[config.mk]
export PLATFORM = sky130hd
export DESIGN_NAME = round_key_reader
export DESIGN_NICKNAME = d
export VERILOG_FILES = /design/src/rtl/round_key_reader.sv
export SDC_FILE = /design/constraint.sdc
export NUM_CORES = 1
export LEC_CHECK = 0
export CORE_AREA = 3 3 202 204
export DETAILED_ROUTE_END_ITERATION = 16
export DIE_AREA = 0 0 205 207
export PLACE_DENSITY_LB_ADDON = 0.15
export SYNTH_ARGS = -nofsm -noshare
export SYNTH_HDL_FRONTEND = slang
export SYNTH_SLANG_ARGS = --single-unit
[constraint.sdc]
create_clock -name clk -period 4.8 [get_ports clk]
set_input_delay 0.72 -clock clk [delete_from_list [all_inputs] [get_ports clk]]
set_output_delay 0.72 -clock clk [all_outputs]
set_load 0.02 [all_outputs]
[src/rtl/round_key_reader.sv]
// ============================================================================
// round_key_reader
//
// Read-side sequencer for the 15 x 128-bit AES round-key store. On `start`
// it walks the store in ascending (encrypt) or descending (decrypt) order for
// the selected key length, absorbs the store's one-cycle registered read
// latency and streams the keys to the cipher datapath over valid/ready at up
// to one key per cycle.
//
// Handshake: a key is transferred in every cycle where rk_valid & rk_ready
// are both high. Once rk_valid is raised it stays high, and rk_data /
// rk_index / rk_last stay stable, until that transfer happens.
//
// Ports:
//   clk        in   clock, all logic on the rising edge
//   rst_n      in   synchronous active-low reset
//   start      in   begin a sequence (sampled only when idle)
//   key_len    in   00=AES-128, 01=AES-192, 10=AES-256, 11=treated as 00
//   decrypt    in   0: addresses 0..Nr, 1: addresses Nr..0
//   abort      in   (only with ROUND_KEY_READER_ABORT_EN) cancel a sequence
//   mem_addr   out  registered key-store read address
//   mem_rdata  in   key-store read data, valid one cycle after mem_addr
//   rk_valid   out  round key available
//   rk_ready   in   consumer accepts the round key
//   rk_data    out  round key
//   rk_index   out  delivery position 0..Nr
//   rk_last    out  high with the final key (rk_index == Nr)
//   busy       out  sequence in progress
//   done       out  one-cycle pulse after the final key is accepted
//
// Build option:
//   ROUND_KEY_READER_ABORT_EN  adds the `abort` input; when undefined a
//                              sequence ends only on completion or reset.
// ============================================================================
module round_key_reader #(
    parameter int DATA_W = 128,
    parameter int ADDR_W = 4
) (
    input  logic              clk,
    input  logic              rst_n,
    input  logic              start,
    input  logic [1:0]        key_len,
    input  logic              decrypt,
`ifdef ROUND_KEY_READER_ABORT_EN
    input  logic              abort,
`endif
    output logic [ADDR_W-1:0] mem_addr,
    input  logic [DATA_W-1:0] mem_rdata,
    output logic              rk_valid,
    input  logic              rk_ready,
    output logic [DATA_W-1:0] rk_data,
    output logic [3:0]        rk_index,
    output logic              rk_last,
    output logic              busy,
    output logic              done
);

    typedef enum logic [1:0] {
        S_IDLE  = 2'd0,
        S_RUN   = 2'd1,
        S_DRAIN = 2'd2
    } state_t;

    // Number of rounds for a key length; the reserved code falls back to
    // AES-128.
    function automatic logic [3:0] nr_of(input logic [1:0] kl);
        logic [3:0] nr;
        case (kl)
            2'b01:   nr = 4'd12;
            2'b10:   nr = 4'd14;
            default: nr = 4'd10;
        endcase
        return nr;
    endfunction

    // ------------------------------------------------------------------
    // State and datapath registers
    // ------------------------------------------------------------------
    state_t              state;
    state_t              next_state;

    logic [3:0]          nr_q;        // latched round count
    logic                dir_q;       // latched direction, 1 = descending
    logic [4:0]          issued;      // reads issued so far (0..15)
    logic                rd_v1;       // mem_addr this cycle is a live read
    logic                rd_v2;       // mem_rdata this cycle is a live key
    logic [3:0]          wr_idx;      // delivery position of next FIFO write
    logic [ADDR_W-1:0]   addr_q;
    logic                done_q;

    // Output FIFO: 4 entries of key + delivery index
    logic [DATA_W-1:0]   fifo_data [4];
    logic [3:0]          fifo_idx  [4];
    logic [1:0]          wr_ptr;
    logic [1:0]          rd_ptr;
    logic [2:0]          count;

    // ------------------------------------------------------------------
    // Derived control
    // ------------------------------------------------------------------
    logic [1:0]          inflight;
    logic [2:0]          occupancy;
    logic                room;
    logic [4:0]          nr_plus;
    logic                fifo_wr;
    logic                pop;
    logic                head_last;
    logic                issue;
    logic                issue_first;
    logic                finish;
    logic                abort_hit;

    // Issue throttling looks only at registered counts, so rk_ready has no
    // combinational path to mem_addr. Counting in-flight reads as occupied
    // slots guarantees the FIFO cannot overflow.
    assign inflight  = {1'b0, rd_v1} + {1'b0, rd_v2};
    assign occupancy = count + {1'b0, inflight};
    assign room      = (occupancy < 3'd4);
    assign nr_plus   = {1'b0, nr_q} + 5'd1;

    assign fifo_wr   = rd_v2;
    assign pop       = rk_valid & rk_ready;
    assign head_last = (fifo_idx[rd_ptr] == nr_q);

`ifdef ROUND_KEY_READER_ABORT_EN
    // Abort only matters while a sequence is active; in IDLE a coincident
    // start wins.
    assign abort_hit = abort && (state != S_IDLE);
`else
    assign abort_hit = 1'b0;
`endif

    // ------------------------------------------------------------------
    // FSM: state register
    // ------------------------------------------------------------------
    always_ff @(posedge clk) begin
        if (!rst_n) begin
            state <= S_IDLE;
        end else begin
            state <= next_state;
        end
    end

    // ------------------------------------------------------------------
    // FSM: next state and per-cycle controls
    // ------------------------------------------------------------------
    always_comb begin
        next_state  = state;
        issue       = 1'b0;
        issue_first = 1'b0;
        finish      = 1'b0;

        unique case (state)
            S_IDLE: begin
                // The first read goes out on the same edge that accepts
                // start, giving the 3-cycle start-to-key latency.
                if (start) begin
                    issue       = 1'b1;
                    issue_first = 1'b1;
                    next_state  = S_RUN;
                end
            end
            S_RUN: begin
                if ((issued < nr_plus) && room) begin
                    issue = 1'b1;
                    // This read is the Nr+1-th one.
                    if (issued == {1'b0, nr_q}) begin
                        next_state = S_DRAIN;
                    end
                end
            end
            S_DRAIN: begin
                // Only the final key carries index Nr, so its handshake
                // marks the end of the sequence.
                if (pop && head_last) begin
                    finish     = 1'b1;
                    next_state = S_IDLE;
                end
            end
            default: begin
                next_state = S_IDLE;
            end
        endcase

        if (abort_hit) begin
            next_state  = S_IDLE;
            issue       = 1'b0;
            issue_first = 1'b0;
            finish      = 1'b0;
        end
    end

    // ------------------------------------------------------------------
    // Read pipeline, counters and FIFO control
    // ------------------------------------------------------------------
    always_ff @(posedge clk) begin
        if (!rst_n) begin
            nr_q    <= 4'd0;
            dir_q   <= 1'b0;
            issued  <= 5'd0;
            rd_v1   <= 1'b0;
            rd_v2   <= 1'b0;
            wr_idx  <= 4'd0;
            addr_q  <= '0;
            done_q  <= 1'b0;
            wr_ptr  <= 2'd0;
            rd_ptr  <= 2'd0;
            count   <= 3'd0;
        end else if (abort_hit) begin
            // Flush everything; reads still in the store pipeline are
            // dropped by clearing their valid bits.
            issued  <= 5'd0;
            rd_v1   <= 1'b0;
            rd_v2   <= 1'b0;
            wr_idx  <= 4'd0;
            addr_q  <= '0;
            done_q  <= 1'b0;
            wr_ptr  <= 2'd0;
            rd_ptr  <= 2'd0;
            count   <= 3'd0;
        end else begin
            done_q <= finish;
            rd_v1  <= issue;
            rd_v2  <= rd_v1;

            if (issue_first) begin
                nr_q   <= nr_of(key_len);
                dir_q  <= decrypt;
                addr_q <= decrypt ? ADDR_W'(nr_of(key_len)) : '0;
                issued <= 5'd1;
            end else if (issue) begin
                addr_q <= dir_q ? (addr_q - ADDR_W'(1)) : (addr_q + ADDR_W'(1));
                issued <= issued + 5'd1;
            end else if (finish) begin
                addr_q <= '0;
            end

            // wr_idx restarts with each sequence; nothing is in flight when
            // a new start is accepted, so the two branches never collide.
            if (issue_first) begin
                wr_idx <= 4'd0;
            end else if (fifo_wr) begin
                wr_idx <= wr_idx + 4'd1;
            end

            if (fifo_wr) begin
                wr_ptr <= wr_ptr + 2'd1;
            end
            if (pop) begin
                rd_ptr <= rd_ptr + 2'd1;
            end

            case ({fifo_wr, pop})
                2'b10:   count <= count + 3'd1;
                2'b01:   count <= count - 3'd1;
                default: count <= count;
            endcase
        end
    end

    // FIFO storage carries no reset; outputs are masked while empty.
    always_ff @(posedge clk) begin
        if (fifo_wr) begin
            fifo_data[wr_ptr] <= mem_rdata;
            fifo_idx[wr_ptr]  <= wr_idx;
        end
    end

    // ------------------------------------------------------------------
    // Outputs
    // ------------------------------------------------------------------
    assign mem_addr = addr_q;
    assign rk_valid = (count != 3'd0);
    assign rk_data  = rk_valid ? fifo_data[rd_ptr] : '0;
    assign rk_index = rk_valid ? fifo_idx[rd_ptr]  : 4'd0;
    assign rk_last  = rk_valid & head_last;
    assign busy     = (state != S_IDLE);
    assign done     = done_q;

endmodule
======== Word-level counts from Yosys, hierarchy flattened ========
Memories as Yosys holds them, arrays and structs flattened. A register that Yosys moved wholly into a read port is not among the register bits.
Cells that the tools add are included.
cells by class
  $add $sub $neg .......................... 11
  multipliers ............................. 0
  divide/modulo/power cells ............... 0
  order comparisons ....................... 2
  equality and inequality tests ........... 12
  shifts and indexed selects .............. 0
  mux-type cells .......................... 28
  bitwise logic cells ..................... 3
  reduce and logical (&&, ||, !) cells .... 10
operators by type and width
  cell                                                                    number
  128-bit 2-to-1 mux                                                      1
  4-bit 2-to-1 mux                                                        6
  2-bit 2-to-1 mux                                                        8
  3-bit one-hot mux with 2 select lines                                   2
  1-bit 2-to-1 mux                                                        9
  4-bit by 1-bit adder with 4-bit output (second input constant)          2
  2-bit != test (second input constant)                                   4
  2-bit by 1-bit equality test with 1-bit output (second input constant)  3
  2-bit equality test (second input constant)                             3
  2-bit one-hot mux with 3 select lines                                   1
  2-bit nonzero test                                                      3
  3-bit nonzero test                                                      2
  4-bit by 1-bit adder with 5-bit output (second input constant)          1
  5-bit by 1-bit adder with 5-bit output (second input constant)          1
  5-bit by 4-bit equality test with 1-bit output                          1
  5-bit less-than comparator                                              1
  2-bit by 1-bit adder with 2-bit output (second input constant)          2
  4-bit equality test                                                     1
  4-bit AND reduction                                                     1
  4-bit by 1-bit subtractor with 4-bit output (second input constant)     1
  3-bit by 1-bit adder with 3-bit output (second input constant)          1
  3-bit by 2-bit adder with 3-bit output                                  1
  3-bit less-than comparator (second input constant)                      1
  3-bit by 1-bit subtractor with 3-bit output (second input constant)     1
  other kinds (7)                                                         9
storage, ports and cells
  register bits after elaboration ......... 30
  bits in latches ......................... 0
  RAM bits ................................ 528
  ROM bits ................................ 0
  output and inout bits ................... 140
  memories ................................ 2
memories
  memory     words  bits a word  rd ports  clocked after Yosys merged registers in  write ports  line  source
  fifo_data  4      128          1         1                                        1            92    logic [DATA_W-1:0] fifo_data [4];
  fifo_idx   4      4            1         1                                        1            93    logic [3:0] fifo_idx [4];

======== Longest topological paths before layout ========
Gate-level depths: netlist (run 1).
  word-level depth ........................ 8
  depth in mapped cells ................... 10

======== Worst setup path after synthesis (run 1) ========
No wires, ideal clock.
  path type ............................... register to register
  start point ............................. reg rd_v2 (netlist: fifo_wr)
  end point ............................... mem fifo_data[0][0] (enable)
  arrival ................................. 3.731 ns
  path slack .............................. 0.562 ns
  stages on the path, launching flop included .. 3
  buffers on the path ..................... 1
  clock period less this slack ............ 4.238 ns
  cell sequence ........................... dfxtp_1 clkbuf_1 and2_1
between the ends
  word-level cells in the longest chain between the ends .. 2
RTL lines
  item                                    line  source
  from (decl)                             86    logic rd_v2;
  from (signal assigned)                  224   rd_v2 <= rd_v1;
  1-bit 2-to-1 mux                        263   if (fifo_wr) begin
  1-bit 2-to-1 mux (implied by the code)  264   fifo_data[wr_ptr] <= mem_rdata;
  to (decl)                               92
No other way between the ends.

==> results of run 1 <==
power by group through the flow:
stage,logic (W),registers [W],clock network [W]
2_1_floorplan,0.00198,0.00563,0
3_3_place_gp,0.00328,0.00566,0
3_5_place_dp,0.00328,0.00567,0
4_1_cts,0.00330,0.00557,0.00405
5_1_grt,0.00348,0.00558,0.00424
6_report,0.00323,0.00556,0.00395
how the worst max path moves through the flow:
stage | from | end | slack (ns) | depth (start not counted)
2_1_floorplan | fifo_wr | fifo_data[0][0] | 0.56 | 2
3_3_place_gp | flop | rk_last | 1.35 | 5
3_5_place_dp | flop | rk_last | 1.34 | 5
4_1_cts | flop | rk_last | 0.71 | 5
5_1_grt | flop | rk_data[68] | 0.61 | 4
6_report | flop | rk_last | 0.79 | 5
area by class of cell:
cell class                 instances  share of cell area (%)
clock inverter                    23                  0.5715
timing repair buffer             289                   11.01
clock buffer                      74                   5.691
inverter                          16                  0.2267
antenna                            5                 0.04723
sequential                       559                   62.22
tap                              525                   2.480
multi-input combinational        386                   17.75
cell families (layout without fill, tap and decap cells):
logic type	Yosys count	count (layout)
fa+ha+maj	16	16
buf+inv	65	402
flops	559	559
simple gates	189	189
mux	136	136
other cells	0	5
compound gates	30	30
xor+xnor	15	15
layout by cell type, fill, tap and decap left out, types with 4 or more instances in the layout:
cell type	n
a21oi_1	10
and2_1	134
and2_4	4
buf_12	5
buf_4	10
clkbuf_1	13
clkbuf_16	55
clkbuf_8	6
clkdlybuf4s50_1	274
clkinv_1	14
clkinv_2	6
dfxtp_1	29
diode_2	5
edfxtp_1	528
ha_1	14
inv_1	16
mux4_2	132
nand2_1	9
nand4_1	4
nor2_1	23
xnor2_1	8
xor2_1	7
metrics by stage:
stage	util, %	power (W)
6_report	67.14	0.01274
4_1_cts	67.11	0.01292
2_1_floorplan	-	0.007603
5_1_grt	67.12	0.01330
3_3_place_gp	62.90	0.008942
3_5_place_dp	62.90	0.008953
routing by layer:
| layer | vias up | GRT usage (%) | wire, µm |
|---|---|---|---|
| met3 | 69 | 6.113 | 3291 |
| met2 | 290 | 32.11 | 20270 |
| li1 | 4661 | - | - |
| met4 | 8 | 6.387 | 1000 |
| met5 | - | 0 | 64 |
| met1 | 5242 | 27.22 | 16950 |
critical path: stages, from the launching register on:
cell and delay, ns:
dfxtp_4 0.62, mux4_2 0.59, xnor2_1 0.14, or4_4 0.55, and2b_1 0.21, clkdlybuf4s50_1 0.60
state kept, by name, indices dropped and copies added, names as in the netlist, named ones only:
name and cells:
wr_idx 4, count 3, fifo_wr 1, rd_ptr 2, done 1, dir_q 1, wr_ptr 2, nr_q 3
mem_addr 4, issued 5, state 2, fifo_idx 16, fifo_data 512, rd_v1 1
synthesized netlist by cell type (2+ instances only):
master      n
buf_2      13
fa_1        2
nand3_1     2
a211oi_1    2
o21bai_1    2
inv_1      16
nand2_1     9
a31o_2      2
nand2b_1    3
mux2i_1     3
nor2_1     23
o22ai_1     3
and2_1    138
xor2_1      7
or3_1       2
a21oi_1    10
mux4_2    132
xnor2_1     8
edfxtp_1  528
nor3_1      2
dfxtp_1    31
ha_1       14
clkbuf_1   35
o22a_1      2
nand4_1     4
==> results.yml, run 1 <==
yosys:
  yosys_most_used_dff: "edfxtp_1"
  synth-compound-area-share_pct: 1.028
  synthAdderAreaFrac_pct: 1.004
  synthCells: 1010
  yosysTopAreaCellShare_pct: 73.98
  synthMuxAreaShare_pct: 14.06
  syn-num-nets: 1161
  yosysSeqAreaShare_pct: 76.88
  netlist_area_um2: 21430
  synth_largest_area_cell: "edfxtp_1"
  synth_edf_count: 528
  ys_ff_latch: 559
  async_flop_share_pct: 0
  synth_top_family_by_area: "multiplexers"
  synthDistinctLibCells: 42
  synth.avg_cell_area_um2: 21.22
  ys_top_cells_by_area: "edfxtp_1 74%, mux4_2 14%, and2_1 4.0%, dfxtp_1 2.9%, ha_1 0.82%"
  synth-xor-area-share_pct: 0.6130
  yosys.area_share.simple_pct: 5.161
  synth_warnings: 0
cts:
  post_cts_buffers: 0
  tritoncts: "yes"
  cts_sinks: 559
  htreeDepth: 2
  clockRootBuffer: "clkbuf_16"
  cts_hold_buf: 0
  cts_buffers: 54
  clk_latency_ns: 0.58
  clk_pin_slew_ns: 0.06
  cts_resized: 0
  cts_buffer_depth: 3
sta:
  worst_slack_ns: 0.7902
  drv_slew: 0
  hold_viol: 0
  fin_skew_ns: 0.01668
  timing.final.crit_share_pct: 83.54
  max_slew.worst_pin.slew_ns: 1.067
  period_needed_ns: 4.010
  rsz0062_at_grt: "false"
  setup_viol: 0
  holdWs_ns: 0.4909
  fmax_mhz: 249.4
  tns_ns: 0
  maxSlewHeadroom_pct: 28.84
placement:
  dpl_worst_slack_ns: 1.345
  dp_hpwl_um: 24040
  place_area_um2: 24820
  dp.cells: 1775
  gp_congestion: 0.7610
  portBuffers: 274
finish:
  drive_above_1_share_pct: 17.22
  final_area_um2: 26490
  design.final.nets: 1457
  finalNonFillerCells: 1877
  seqCellArea_um2: 16480
  multi_input_area_um2: 4702
  num-fill-cells: 2647
  syn_to_final_growth_pct: 23.62
worst_hold_path:
  hold_start: "mem_addr[2]"
  hold_depth: 2
  hp-class: "reg2reg"
  whs_endpoint: "mem_addr[2]"
drt:
  drc: 0
  vias_per_cell: 5.471
  drt-total-wl_um: 41580
  routedWlPerCell_um: 22.15
  drt.antenna.violating_nets: 0
  firstDrtPassIters: 4
  vias: 10270
  first_iter_violations: 569
floorplanning:
  fp.dieW_um: 205
  io_pins: 275
  dieArea_um2: 42440
  num_rows: 73
  fp.coreArea_um2: 39460
  die_height_um: 207
  initial_core_util_pct: 54.31
global_routing:
  grt_use_total_pct: 20.19
  grt_max_degree: 95
  grt_pass1_vias: 11102
  grt_first_pass_wirelength_um: 65150
  overflow: 0
  antenna_found_initial: 6
power:
  p_int_w: 0.009373
  ir_worst_vdd_v: 0.0003233
  power.density_nw_per_um2: 481.1
  comb_power_share_pct: 25.4
  p_sw_w: 0.003371
  seq_power_share_pct: 43.7
  switching_share_pct: 26.45
  leakage_nw: 8.422
  power.share.clock_pct: 31.0
worst_setup_path:
  setup.worst_path.end_class: "primary output"
  timing.rr.end: "count[2]"
  startpoint_type: "flop"
  rr_worst_depth: 9
  worstPathArrival_ns: 3.29
  critPathMaxFanout: 21
  cp.required_ns: 4.08
  reg2reg_slack_ns: 1.73
  r2r-start: "count[2]"
  path_class: "reg2out"
status:
  status: "finished clean"
job:
  drv_cap: 0
Note: power is estimated with default switching activity, not from simulation.
==> inputs of run 2 (changes only) <==
--- a/config.mk
+++ b/config.mk
@@ -5,9 +5,9 @@
 export SDC_FILE = /design/constraint.sdc
 export NUM_CORES = 1
 export LEC_CHECK = 0
-export CORE_AREA = 3 3 202 204
+export CORE_AREA = 3 3 212 214
 export DETAILED_ROUTE_END_ITERATION = 16
-export DIE_AREA = 0 0 205 207
+export DIE_AREA = 0 0 215 217
 export PLACE_DENSITY_LB_ADDON = 0.15
 export SYNTH_ARGS = -nofsm -noshare
 export SYNTH_HDL_FRONTEND = slang
==> constraint.sdc (replaced) <==
create_clock -name clk -period 3.5 [get_ports clk]
set_input_delay 0.525 -clock clk [delete_from_list [all_inputs] [get_ports clk]]
set_output_delay 0.525 -clock clk [all_outputs]
set_load 0.02 [all_outputs]
==> run 2 against run 1 <==
Non-clock buffer count rose by 4. Die area rose by 9.9%. Worst hold slack got worse by 0.0032 ns. Sequential power rose by 37%. Core utilization fell by 5.0 points. Largest power group unchanged. Count of clock-buffer cells in the layout fell by 2. Wire length rose by 2.4%. Power rose by 39%. Sequential share of layout area fell by 0.63 points. Flip-flop and latch count did not move. Global-route usage fell by 1.5 points. Largest cell class unchanged.
==> results.yml, run 2 (synthesized netlist as in run 1, its figures left out) <==
power:
  ir_worst_vdd_v: 0.0004885
  power.density_nw_per_um2: 660.9
  leakage_nw: 8.702
drt:
  first_iter_violations: 598
  drc: 0
  firstDrtPassIters: 4
  drt.antenna.violating_nets: 0
  vias: 10355
  vias_per_cell: 5.335
  drt-total-wl_um: 42560
  routedWlPerCell_um: 21.93
cts:
  cts_sinks: 559
  clk_latency_ns: 0.58
  cts_buffer_depth: 3
  clk_pin_slew_ns: 0.06
  htreeDepth: 2
  cts_buffers: 56
  tritoncts: "yes"
  clockRootBuffer: "clkbuf_16"
  cts_hold_buf: 0
worst_setup_path:
  setup.worst_path.end_class: "primary output"
  rr_worst_depth: 9
  cpPeakStageDelay_ns: 0.55
  worstPathArrival_ns: 2.82
  cp.required_ns: 2.97
  path_cells: "buf_16 > mux4_2 > and2_1 > clkdlybuf4s50_1"
  startpoint_type: "flop"
  cpMaxStageDelayCell: "mux4_2"
  critPathMaxFanout: 61
  path_class: "reg2out"
finish:
  final_area_um2: 26760
  reg_top3: "fifo_data: 512 flops, fifo_idx: 16 flops, issued: 5 flops"
  design.final.nets: 1463
  final_cell_mix: "528 x edfxtp_1, 261 x clkdlybuf4s50_1, 134 x and2_1, 132 x mux4_2, 57 x clkbuf_16"
  largest_reg_flops: 512
  drive_above_1_share_pct: 17.58
  layout_commonest_cell: "edfxtp_1"
  syn_to_final_growth_pct: 24.87
  largest-register: "fifo_data"
floorplanning:
  num_rows: 76
  fp.coreArea_um2: 43080
  die_height_um: 217
  io_pins: 275
  fp.dieW_um: 215
  initial_core_util_pct: 49.75
  dieArea_um2: 46660
sta:
  setup_viol: 0
  fmax_mhz: 299.2
  max_slew.worst_pin.slew_ns: 0.6890
  maxSlewHeadroom_pct: 54.07
  fin_skew_ns: 0.01552
  timing.final.crit_share_pct: 95.50
  rsz0062_at_grt: "false"
  period_needed_ns: 3.343
  tns_ns: 0
  hold_viol: 0
  drv_slew: 0
placement:
  place_area_um2: 25000
  gp_congestion: 0.7354
  portBuffers: 274
  dp_hpwl_um: 25110
global_routing:
  grt_use_total_pct: 18.71
  grt_first_pass_wirelength_um: 67050
  overflow: 0
  antenna_found_initial: 6
  grt_max_degree: 76
  grt_pass1_vias: 11399
worst_hold_path:
  hp-class: "reg2reg"
  hold_depth: 1
status:
  status: "finished clean"
job:
  drv_cap: 0
run 2: metrics by stage:
step | utilization [%] | instances | setup WS [ns] | hold slack [ns] | total power (W)
2_1_floorplan | - | 1010 | 0.7077 | 0.4414 | 0.01042
3_3_place_gp | 58.04 | 1839 | 0.5053 | 0.4601 | 0.01234
3_5_place_dp | 58.04 | 1839 | 0.5079 | 0.4605 | 0.01236
4_1_cts | 62.01 | 1939 | 0.03869 | 0.4877 | 0.01796
5_1_grt | 62.11 | 1939 | 0.0001295 | 0.5070 | 0.01849
6_report | 62.12 | 1941 | 0.1574 | 0.4877 | 0.01768
run 2: final cells by class:
type	instances	area, µm²
multi-input cells	386	4702
clock buffers	72	1513
clock inverters	28	198.9
fillers	3073	16320
inverters	16	60.06
well taps	585	732.0
diodes	2	5.005
repair buffers	293	3067
flip-flops and latches	559	16480
run 2: layer usage:
layer	vias to the layer above	part of all wire, %	GRT usage (%)
li1	4666	-	-
met1	5386	41	23.73
met2	228	51	32.10
met3	69	6.0	4.971
met4	6	2.1	5.552
met5	-	0.094	0
run 2: worst max-delay path, delay by kind of cell, from the launching register on:
kind	cells	cell delay, ns
simple gates	1	0.20
buf+inv	2	0.94
flops	1	0.45
mux	1	0.55
run 2: repair_timing:
item / in CTS / in global routing
setup buffers: 0 / 0
endpoints found under the setup margin: 1 / 46
resized for setup: 1 / 14
run 2: final timing paths:
kind | from | end | slack, ns
setup / recovery | flop | rk_data[85] | 0.16
hold / removal | rd_v1 | fifo_wr | 0.49
setup reg to reg | count[2] | count[2] | 0.86
hold reg to reg | rd_v1 | fifo_wr | 0.49
run 2: where the power goes:
part / internal, W / leakage, nW / switching [W]
Clock: 0.00324 / 0.841 / 0.00231
Combinational: 0.00228 / 2.83 / 0.00226
Sequential: 0.00750 / 5.03 / 0.0000912
==> RTL change 1: new RTL, settings of run 1 <==
Set the parameter `ADDR_W` to 3 (it was 4).
--- a/src/rtl/round_key_reader.sv
+++ b/src/rtl/round_key_reader.sv
@@ -35,5 +35,5 @@
 module round_key_reader #(
     parameter int DATA_W = 128,
-    parameter int ADDR_W = 4
+    parameter int ADDR_W = 3
 ) (
     input  logic              clk,
Ports: changed (resized mem_addr); port bits go from 275 to 274. The function was not compared with the original's and may differ.
==> RTL change 1 against run 1 <==
  * Setup slack better by 0.15 ns
  * Sequential cell count down 1
  * Non-clock buffer count down 1
  * Worst hold slack worse by 0.00085 ns
  * Synthesized area down 0.43%
  * Count of clock-buffer cells in the layout down 7
  * Wire length up 2.0%
  * Utilization up 0.079 points
  * Final cell count down 0.37%
  * Design area up 0.12%
  * Global-route usage up 0.10 points
  * Sequential share of layout area down 0.15 points
  * Clock power up 5.8%
  * Power up 5.5%
  * Largest cell class unchanged
  * Largest power group unchanged
  * Highest routed layer unchanged
==> RTL change 1: results (changes against run 1) <==
| Metric | Value |
|---|---|
| Area contributors post-synth | `edfxtp_1, mux4_2, and2_1` |
| DRT Pass-1 Iters | `5 (+1)` |
| Met2 routed WL | `20.5 mm (+1.2%)` |
| Synth warn | `0 (unchanged)` |
| R2R depth | `8 (-1)` |
| R2R Setup Slk | `1.91 ns (+0.18 ns)` |
| GPL Wtd Cong | `0.716 (-5.9%)` |
| Layout cells sized above 1 | `0.177 (+0.00498)` |
| Cell-internal power | `9.73 mW (+3.8%)` |
| Clk power | `4.18 mW (+5.8%)` |
| Status | `finished, final reports clean` |
| DRT met1 WL | `17.4 mm (+2.7%)` |
| Distinct cells, synth | `38 (-9.5%)` |
| Worst Path Arrival | `3.14 ns (-0.15 ns)` |
| Most common cell in the netlist | `edfxtp_1` |
| Met2 usage | `0.322 (+0.000460)` |
| Synth Area in Adders | `0.00891 (-0.00113)` |
| First-pass GRT wire length | `65.5 mm (+0.50%)` |
| Detailed Place HPWL | `24.9 mm (+3.8%)` |
| Final nets | `1447 (-0.69%)` |
| Top cells by instance count after synthesis | `edfxtp_1, and2_1, mux4_2` |
| Post-synthesis xor/xnor area fraction | `0.00534 (-0.000795)` |
| Initial drt markers | `656 (+15%)` |
| VDD IR-drop max | `354 uV (+9.5%)` |
| Slowest cell on the critical path | `dfxtp_4` |
| Reg-to-reg startpoint | `count[1]$_SDFFE_PN0P_` |
| Slew margin rel. | `0.346 (+0.0580)` |
| Hold EP | `nr_q[3]$_SDFFE_PN0P_` |
| Biggest regs | `fifo_data x512, fifo_idx x16, issued x5` |
| Placed cell count | `1765 (-0.56%)` |
| Critical Path Source Type | `flop` |
| Pin count of the biggest net entering global routing | `85 (-11%)` |
| Syn nets | `1149 (-1.0%)` |
| Final cell count without fillers | `1870 (-0.37%)` |
| Crit-path max cell delay | `0.74 ns (+0.12 ns)` |
| Share of power burned in registers | `0.416 (-0.021)` |
| Sequential element share of the synthesized area | `0.771 (+0.00235)` |
| DR vias | `10427 (+1.5%)` |
| Met3 usage | `0.0666 (+0.00550)` |
| Port Buffer Count | `273 (-0.36%)` |
| CTS buffer count | `56 (+3.7%)` |
| Post-synth EDFFs | `528 (unchanged)` |
| Top Family by Delay on Critical Path | `buffers and inverters` |
| Met1 Use GR | `0.276 (+0.00353)` |
| Antenna violations before repair | `7 (+1)` |
| Proportion of synthesized area in mux cells | `0.141 (+0.000602)` |
| Routed len/inst | `22.7 um (+2.4%)` |
| Hold_sp | `nr_q[3]$_SDFFE_PN0P_` |
| Met3 WL | `3.45 mm (+4.7%)` |
| Synth Area in Compound Gates | `0.00833 (-0.00195)` |
| Syn Area/Cell | `21.3 um2 (+0.57%)` |
| P_leak | `8.43 nW (+0.11%)` |
| CP endpoint | `rk_data[49]` |
| Top Metal Used | `met5` |
| Clk_skew | `0.0147 ns (-0.00199 ns)` |
| Vias in the first global route | `11013 (-0.80%)` |
| # fillers | `2571 (-2.9%)` |
| CP max FO | `50 (+140%)` |
| Worst R2R End | `count[2]$_SDFFE_PN0P_` |
| Gr usage total | `0.203 (+0.00105)` |
-- RTL change 1: layout make-up --
type                       instances  area, um2  area share
multi-input combinational        378       4630       0.175
clock buffer                      67       1470      0.0556
inverter                          16       60.1     0.00226
antenna                            2       5.00    0.000189
sequential                       558      16500       0.621
clock inverter                    36        297      0.0112
timing repair buffer             288       2930       0.111
tap                              525        657      0.0248
-- RTL change 1: stage by stage --
stage	setup slack (ns)	instance area [um2]	utilization	hold WS [ns]	total power, mW
floorplan	0.540	21300	-	0.441	7.80
global placement	1.45	24700	0.627	0.468	9.43
detailed placement	1.45	24700	0.627	0.467	9.43
CTS	0.798	26500	0.672	0.487	13.6
global route	0.684	26500	0.672	0.521	14.0
finish	0.944	26500	0.672	0.490	13.4
-- RTL change 1: kinds of logic after synthesis --
family | after synthesis
mux | 136
flops | 558
xor+xnor | 13
simple gates | 190
compound gates | 25
buf+inv | 64
fa+ha+maj | 14
==> RTL change 2: new RTL, config.mk and constraints of run 1 <==
Made on the original files. Reset style: asynchronous (`rst_n`), changed in 2 clocked blocks. Comments in the files are not updated.
--- a/src/rtl/round_key_reader.sv
+++ b/src/rtl/round_key_reader.sv
@@ -134,5 +134,5 @@
     // FSM: state register
     // ------------------------------------------------------------------
-    always_ff @(posedge clk) begin
+    always_ff @(posedge clk or negedge rst_n) begin
         if (!rst_n) begin
             state <= S_IDLE;
@@ -194,5 +194,5 @@
     // Read pipeline, counters and FIFO control
     // ------------------------------------------------------------------
-    always_ff @(posedge clk) begin
+    always_ff @(posedge clk or negedge rst_n) begin
         if (!rst_n) begin
             nr_q    <= 4'd0;
Behaviour: differs if rst_n is asserted again (counterexample within 4 cycles, from zero or initial values and one cycle with rst_n low); with rst_n held inactive, the same outputs for 4 cycles.
==> RTL change 2 against run 1 <==
  * Die area unchanged
  * Wire length up 1.6%
  * Sequential cell count down 2
  * First-iteration DRC count down 5.6%
  * Synthesized area about the same
  * Setup slack better by 0.25 ns
  * Design area up 0.80%
  * Largest cell class unchanged
  * Highest routed layer unchanged
Power is not compared: it rests on default switching activity, and its combinational part moved more than twofold at a synthesized area within 25%.
==> RTL change 2: results (changes against run 1) <==
| Metric | Value |
|---|---|
| Status | `finished, final reports clean` |
| Gr usage total | `0.204 (+0.00212)` |
| ANT cells | `0 (-5)` |
| Async S/R FF share, synth | `0.0521 (+0.0521)` |
| R2R Setup Slk | `2.00 ns (+0.27 ns)` |
| DRT met1 WL | `17.3 mm (+1.8%)` |
| Met3 usage | `0.0489 (-0.0123)` |
| Pin count of the biggest net entering global routing | `87 (-8.4%)` |
| Post-CTS resize count | `0 (unchanged)` |
| DR vias/cell | `5.54 (+1.3%)` |
| Sequential element share of the synthesized area | `0.773 (+0.00414)` |
| Final nets | `1444 (-0.89%)` |
| Vias in the first global route | `11166 (+0.58%)` |
| Worst Hold Depth | `0 (-2)` |
| GPL Wtd Cong | `0.720 (-5.3%)` |
| Met3 WL | `2.60 mm (-21%)` |
| Antenna violations before repair | `4 (-2)` |
| Met1 Use GR | `0.277 (+0.00504)` |
| Final Hold Slack | `0.401 ns (-0.0904 ns)` |
| Met2 routed WL | `21.6 mm (+6.8%)` |
| Area contributors post-synth | `edfxtp_1, mux4_2, and2_1` |
| Worst R2R End | `count[2]$_DFFE_PN0P_` |
| # fillers | `2572 (-2.8%)` |
| Met2 usage | `0.338 (+0.0171)` |
| Worst Path Arrival | `3.04 ns (-0.25 ns)` |
| Clock Root Buffer | `clkbuf_16` |
| Top Family by Delay on Critical Path | `simple AND/OR/NAND/NOR gates` |
| Clock Path Buffers | `3 (unchanged)` |
| Routed len/inst | `22.6 um (+2.2%)` |
| Top cells by instance count after synthesis | `edfxtp_1, and2_1, mux4_2` |
| DRT Pass-1 Iters | `5 (+1)` |
| CP max FO | `6 (-71%)` |
| Slew margin rel. | `0.400 (+0.111)` |
| Slowest cell on the critical path | `clkdlybuf4s50_1` |
| Detailed Place HPWL | `24.6 mm (+2.5%)` |
| CP startpoint | `rd_ptr[0]$_DFFE_PN0N_` |
| Initial drt markers | `537 (-5.6%)` |
| Reg-to-reg startpoint | `count[1]$_DFFE_PN0P_` |
| Hold WC Path Type | `reg -> reg` |
| P_leak | `8.84 nW` |
| Reg clk slew, reported paths | `0.06 ns (about the same)` |
| Hold_sp | `rd_v1$_DFF_PN0_` |
| CTS buffer count | `56 (+3.7%)` |
| Layout cells sized above 1 | `0.177 (+0.00450)` |
| VDD IR-drop max | `448 uV` |
| Distinct cells, synth | `41 (-2.4%)` |
| Clk_skew | `0.0178 ns (+0.00109 ns)` |
| First-pass GRT wire length | `65.9 mm (+1.2%)` |
| Hold EP | `fifo_wr$_DFF_PN0_` |
| Syn nets | `1145 (-1.4%)` |
| Crit-path max cell delay | `0.60 ns (-0.02 ns)` |
==> RTL change 2: changes by cell type after synthesis, moves of 3 or more <==
cell      change
dfrtp_1      +29
a21oi_1       -8
buf_1         +8
nor2_1        -7
clkbuf_1      -6
nand4_1       -3
o21ai_0       +7
buf_2         -4
dfxtp_1      -31
==> RTL change 2: cells by family (layout without fill, tap and decap cells) <==
family / Yosys count / in the layout / share of synthesized area
AO/OA/AOI/OAI: 23 / 23 / 0.00770
adder cells (fa/ha/maj): 16 / 16 / 0.0100
buffers and inverters: 64 / 411 / 0.0121
multiplexers: 136 / 136 / 0.141
AND/OR/NAND/NOR: 183 / 183 / 0.0506
flip-flops: 557 / 557 / 0.773
XOR/XNOR: 15 / 15 / 0.00612
==> RTL change 2: metrics by stage <==
| step | worst slack (ns) | instance area (um2) | instances | power (mW) |
|---|---|---|---|---|
| finish | 1.04 | 26700 | 1866 | 18.8 |
| CTS | 0.980 | 26700 | 1866 | 19.1 |
| global route | 0.929 | 26700 | 1866 | 19.7 |
| detailed placement | 1.61 | 24900 | 1760 | 14.8 |
| global placement | 1.62 | 24900 | 1760 | 14.7 |
| floorplan | 0.534 | 21500 | 994 | 11.7 |
==> RTL change 2: worst max path at each step <==
stage | to | cells after the start
after floorplan | fifo_data[0][0]$_DFFE_PP_ | 2
after global placement | rk_last | 5
after detailed placement | rk_last | 5
after CTS | rk_last | 5
after global routing | rk_data[69] | 4
final | rk_last | 5
==> RTL change 2: layout make-up <==
| class | instances | area share |
|---|---|---|
| Sequential cell | 557 | 0.621 |
| Multi-Input combinational cell | 373 | 0.173 |
| Timing Repair Buffer | 288 | 0.110 |
| Clock buffer | 77 | 0.0585 |
| Tap cell | 525 | 0.0246 |
| Clock inverter | 29 | 0.00942 |
| Inverter | 17 | 0.00239 |
